[config.mk]
export PLATFORM = sky130hd
export DESIGN_NAME = shift_add_mac
export DESIGN_NICKNAME = d
export VERILOG_FILES = /design/src/rtl/shift_add_mac.sv
export SDC_FILE = /design/constraint.sdc
export NUM_CORES = 1
export LEC_CHECK = 0
export ABC_AREA = 1
export CELL_PAD_IN_SITES_DETAIL_PLACEMENT = 0
export CELL_PAD_IN_SITES_GLOBAL_PLACEMENT = 2
export CORE_MARGIN = 2
export CORE_UTILIZATION = 38
export DETAILED_ROUTE_END_ITERATION = 10
export PLACE_DENSITY_LB_ADDON = 0.12
export SYNTH_ARGS = -nofsm -noshare
export SYNTH_HDL_FRONTEND = slang
export SYNTH_SLANG_ARGS = --single-unit
[constraint.sdc]
create_clock -name clk -period 2.9 [get_ports clk]
set_input_delay 0.87 -clock clk [delete_from_list [all_inputs] [get_ports clk]]
set_output_delay 0.87 -clock clk [all_outputs]
set_load 0.03 [all_outputs]
[src/rtl/shift_add_mac.sv]
// Shift-add multiply-accumulate: two product stages feeding a NUM_TAPS-term sum.
// Define SHIFT_ADD_MAC_SATURATE_EN to clamp the sum to the output range.
module shift_add_mac #(
    parameter int DATA_W   = 8,
    parameter int NUM_TAPS = 4,
    parameter int OUT_W    = 12
) (
    input  logic                          clk,
    input  logic                          reset,
    input  logic signed [DATA_W-1:0]      in_data,
    input  logic [2:0]                    select_line,
    input  logic [1:0]                    i_shifter_count,
    input  logic                          polynomial_zero,
    input  logic                          select_line_vld,
    input  logic                          sum_clear,
    output logic signed [OUT_W-1:0]       out_data,
    output logic                          out_vld,
    output logic [$clog2(NUM_TAPS)-1:0]   tap_index
);

    localparam int PW    = DATA_W + 4;
    localparam int TW    = $clog2(NUM_TAPS);
    localparam int ACC_W = PW + TW;
    localparam int EXT_W = (ACC_W > OUT_W) ? ACC_W : OUT_W;

    typedef struct packed {
        logic                 vld;
        logic                 zero;
        logic [1:0]           shift;
        logic signed [PW-1:0] odd;
    } s1_t;

    typedef struct packed {
        logic                 vld;
        logic signed [PW-1:0] prod;
    } s2_t;

    s1_t s1_d, s1_q;
    s2_t s2_d, s2_q;

    logic signed [ACC_W-1:0] acc_d, acc_q;
    logic [TW-1:0]           tap_d, tap_q;
    logic signed [OUT_W-1:0] out_d, out_q;
    logic                    vld_d, vld_q;

    logic signed [PW-1:0]    x_ext;
    logic signed [ACC_W-1:0] prod_ext;
    logic signed [ACC_W-1:0] acc_sum;
    logic signed [OUT_W-1:0] reduced;
    logic                    last_tap;

    // Odd coefficient {select_line,1} realised as sum of shifted copies.
    always_comb begin
        x_ext = PW'(in_data);
        s1_d.vld   = select_line_vld;
        s1_d.zero  = polynomial_zero;
        s1_d.shift = i_shifter_count;
        s1_d.odd   = x_ext
                   + (select_line[0] ? (x_ext <<< 1) : '0)
                   + (select_line[1] ? (x_ext <<< 2) : '0)
                   + (select_line[2] ? (x_ext <<< 3) : '0);
    end

    always_comb begin
        s2_d.vld  = s1_q.vld;
        s2_d.prod = s1_q.zero ? '0 : (s1_q.odd <<< s1_q.shift);
    end

    always_comb begin
        prod_ext = ACC_W'(s2_q.prod);
        acc_sum  = acc_q + prod_ext;
        last_tap = (tap_q == TW'(NUM_TAPS - 1));
    end

`ifdef SHIFT_ADD_MAC_SATURATE_EN
    localparam logic signed [EXT_W-1:0] OMAX =
        EXT_W'((64'sd1 <<< (OUT_W - 1)) - 64'sd1);
    localparam logic signed [EXT_W-1:0] OMIN = -OMAX - 1;

    logic signed [EXT_W-1:0] sum_ext;

    always_comb begin
        sum_ext = EXT_W'(acc_sum);
        if (sum_ext > OMAX) begin
            reduced = {1'b0, {(OUT_W-1){1'b1}}};
        end else if (sum_ext < OMIN) begin
            reduced = {1'b1, {(OUT_W-1){1'b0}}};
        end else begin
            reduced = OUT_W'(sum_ext);
        end
    end
`else
    always_comb begin
        reduced = OUT_W'(acc_sum);
    end
`endif

    // A clear that meets a valid product restarts the sum with that product.
    always_comb begin
        acc_d = acc_q;
        tap_d = tap_q;
        out_d = out_q;
        vld_d = 1'b0;
        if (sum_clear && s2_q.vld) begin
            acc_d = prod_ext;
            tap_d = TW'(1);
        end else if (sum_clear) begin
            acc_d = '0;
            tap_d = '0;
        end else if (s2_q.vld) begin
            if (last_tap) begin
                out_d = reduced;
                vld_d = 1'b1;
                acc_d = '0;
                tap_d = '0;
            end else begin
                acc_d = acc_sum;
                tap_d = tap_q + TW'(1);
            end
        end
    end

    always_ff @(posedge clk or negedge reset) begin
        if (!reset) begin
            s1_q  <= '0;
            s2_q  <= '0;
            acc_q <= '0;
            tap_q <= '0;
            out_q <= '0;
            vld_q <= 1'b0;
        end else begin
            s1_q  <= s1_d;
            s2_q  <= s2_d;
            acc_q <= acc_d;
            tap_q <= tap_d;
            out_q <= out_d;
            vld_q <= vld_d;
        end
    end

    assign out_data  = out_q;
    assign out_vld   = vld_q;
    assign tap_index = tap_q;

endmodule

==> metrics.txt <==
cts bufs inserted 5; HP Class register to register; Post-DRT Antenna Nets 0; worst relative slew slack 57.6%; Syn Inst Count 439; Max FO, Critical Path 4; Area Growth Syn to Fin 23.9%; grt total ovfl 0; vias per std cell 4.69; CP required 3.11 ns; total inserted antenna cells 0; r2r endpoint acc_q[6]; largest net degree at the start of global routing 30; DP Area 4290 um2; number of top-level pins 33; PwrDens 717 nW/um2; vias in the first global route 3084; Synth cell types 31; row cnt 35; Achievable Freq 0.349 GHz; most common cell after layout, fill and taps aside nand2_1; gp weighted congestion 0.780; Final Hold Fails 0; Syn Area/Cell 8.21 um2; Min-Delay Endpoint s2_q[12]; Syn Nets 497; die width 101 um; GRT Total Usage 17.9%; DRC Markers 0; Reg clk slew, reported paths 0.11 ns; worst r2r path cells 9; via count 2944; most frequent cells in the layout nand2_1, inv_1, dfrtp_1, buf_4, nor2_1; total clock sinks 56; async set or reset register ratio after synthesis 100%; first-pass GRT wire length 14300 um; Post-Syn Area 3600 um2; final setup fails 0; initial antenna violation count 0; IO Port Bufs 32; share of cells above drive strength 1 15.4%; Routed WL per cell 13.1 um; Synth Register Bits 56; EDFF count, synth 0; Worst setup EP type register; fin nets 556; Core ar. 9240 um2; final wirelength 8200 um; HPWL after DPL 6690 um; post-synthesis sequential area ratio 38.9%; Crit Path Class input port to register; Fin Setup TNS 0 ns; die height 101 um; # fillers 941; fin crit share 98.7%; maxcap violations 0; worst-margin pin slew 0.637 ns; arrival time of the worst setup path 3.08 ns; CTS tree yes; 1st-iter DRT viols 76; Die ar. 10300 um2; number of H-tree levels 2; clk_lat worst skew 0.32 ns; flop2flop setup slack 0.98 ns; Yosys Warn Count 0; Final Max Slew Viols 0; outcome complete, no violations; CTS max path bufs 2; worst r2r src acc_q[0]; Initial Util 39.0%; minimum clock period 2.86 ns; static leakage 2.35 nW; Worst setup SP type input port; most used flip-flop cell after synthesis dfrtp_1; worst hold path depth 0; Clock Skews 0.0118 ns; Max VDD drop 259 uV; Root Buffer clkbuf_8; Worst Min Path Start s1_q[15]; RSZ-0062 raised after global routing yes; Pre-antenna DRT Iters 4; Design Area, Final 4460 um2
[per-layer routing]
metal	vias up	global-route usage (%)	share of wire, %
li1	1495	-	-
met1	1409	20.8	42
met2	30	34.3	55
met3	10	2.28	1.6
met4	0	5.09	1.7
met5	-	0	0
[registers in the layout, summed over array words and instances (netlist names)]
| name | count |
|---|---|
| s1_q | 16 |
| acc_q | 12 |
| out_data | 12 |
| prod_ext | 12 |
| tap_index | 2 |
| out_vld | 1 |
| s2_q | 1 |
[area by class of cell]
class	instances	area [um2]	area share, %
clock buffers	5	68.8	1.54
clock inverters	3	28.8	0.645
inverters	68	255	5.72
multi-input cells	304	1990	44.6
flip-flops and latches	56	1400	31.4
well taps	129	161	3.62
repair buffers	63	558	12.5
[per-stage QoR]
step	setup slack [ns]	hold WS, ns	std cells	power (mW)	util, %
2_1_floorplan	-0.220	0.331	439	2.20	-
5_1_grt	-0.0563	0.381	628	3.50	48.3
6_report	0.0372	0.359	628	3.20	48.3
3_5_place_dp	-0.846	0.339	616	2.74	46.5
4_1_cts	0.00144	0.363	627	3.25	48.1
3_3_place_gp	-0.825	0.336	616	2.73	46.5
[Yosys cell counts (2+ instances only)]
cell type	count	area share (%)
a21oi_1	18	2.5
a31oi_1	4	0.69
buf_2	7	0.97
clkbuf_1	4	0.42
dfrtp_1	56	39
fa_1	16	8.9
ha_1	24	8.3
inv_1	67	7.0
mux2i_1	7	1.9
nand2_1	138	14
nand3_1	21	2.9
nand3_2	2	0.56
nand3b_1	2	0.42
nand4_1	5	0.87
nor2_1	26	2.7
o21ai_0	7	0.97
o22ai_1	10	1.7
xnor2_1	5	1.2
xor2_1	8	1.9
[timing repair]
item / CTS / global route
endpoints found under the hold margin: 0 / 0
buffers inserted: 3 / 1
hold buffers: 0 / 0
gates resized for setup: 44 / 11
gates cloned: 0 / 0
pin swaps: 12 / 9
setup endpoints to repair: 8 / 5
[worst max-delay path, stage by stage]
cell and delay [ns]:
dlygate4sd2_1 0.25, buf_6 0.12, nand2_1 0.06, fa_1 0.42, fa_1 0.52, inv_2 0.05, ha_4 0.24, a21o_1 0.20
nand3_1 0.07, nand3_1 0.10, xor2_1 0.16
[worst max path at each step]
stage	startpoint	endpoint	slack, ns	cells after the start
after floorplan	select_line[0]	s1_q[11]	-0.22	12
after global placement	select_line[0]	s1_q[11]	-0.82	12
after detailed placement	select_line[0]	s1_q[11]	-0.85	12
after CTS	in_data[4]	s1_q[11]	0.001	11
after global routing	select_line[0]	s1_q[11]	-0.06	12
final	in_data[6]	s1_q[10]	0.04	11
[cell families (layout without fill, tap and decap cells)]
family | count (synthesis) | after routing | synth area share, %
compound gates | 44 | 44 | 7.02
fa+ha+maj | 40 | 40 | 17.2
xor+xnor | 14 | 14 | 3.61
simple gates | 199 | 199 | 22.8
flops | 56 | 56 | 38.9
mux | 7 | 7 | 1.95
buf+inv | 79 | 139 | 8.47
[power by group]
part / switching (mW) / total [mW] / internal (mW)
Combinational: 0.906 / 1.59 / 0.681
Sequential: 0.134 / 1.15 / 1.01
Clock: 0.281 / 0.465 / 0.183
No activity file was read; power rests on OpenSTA's default activity.
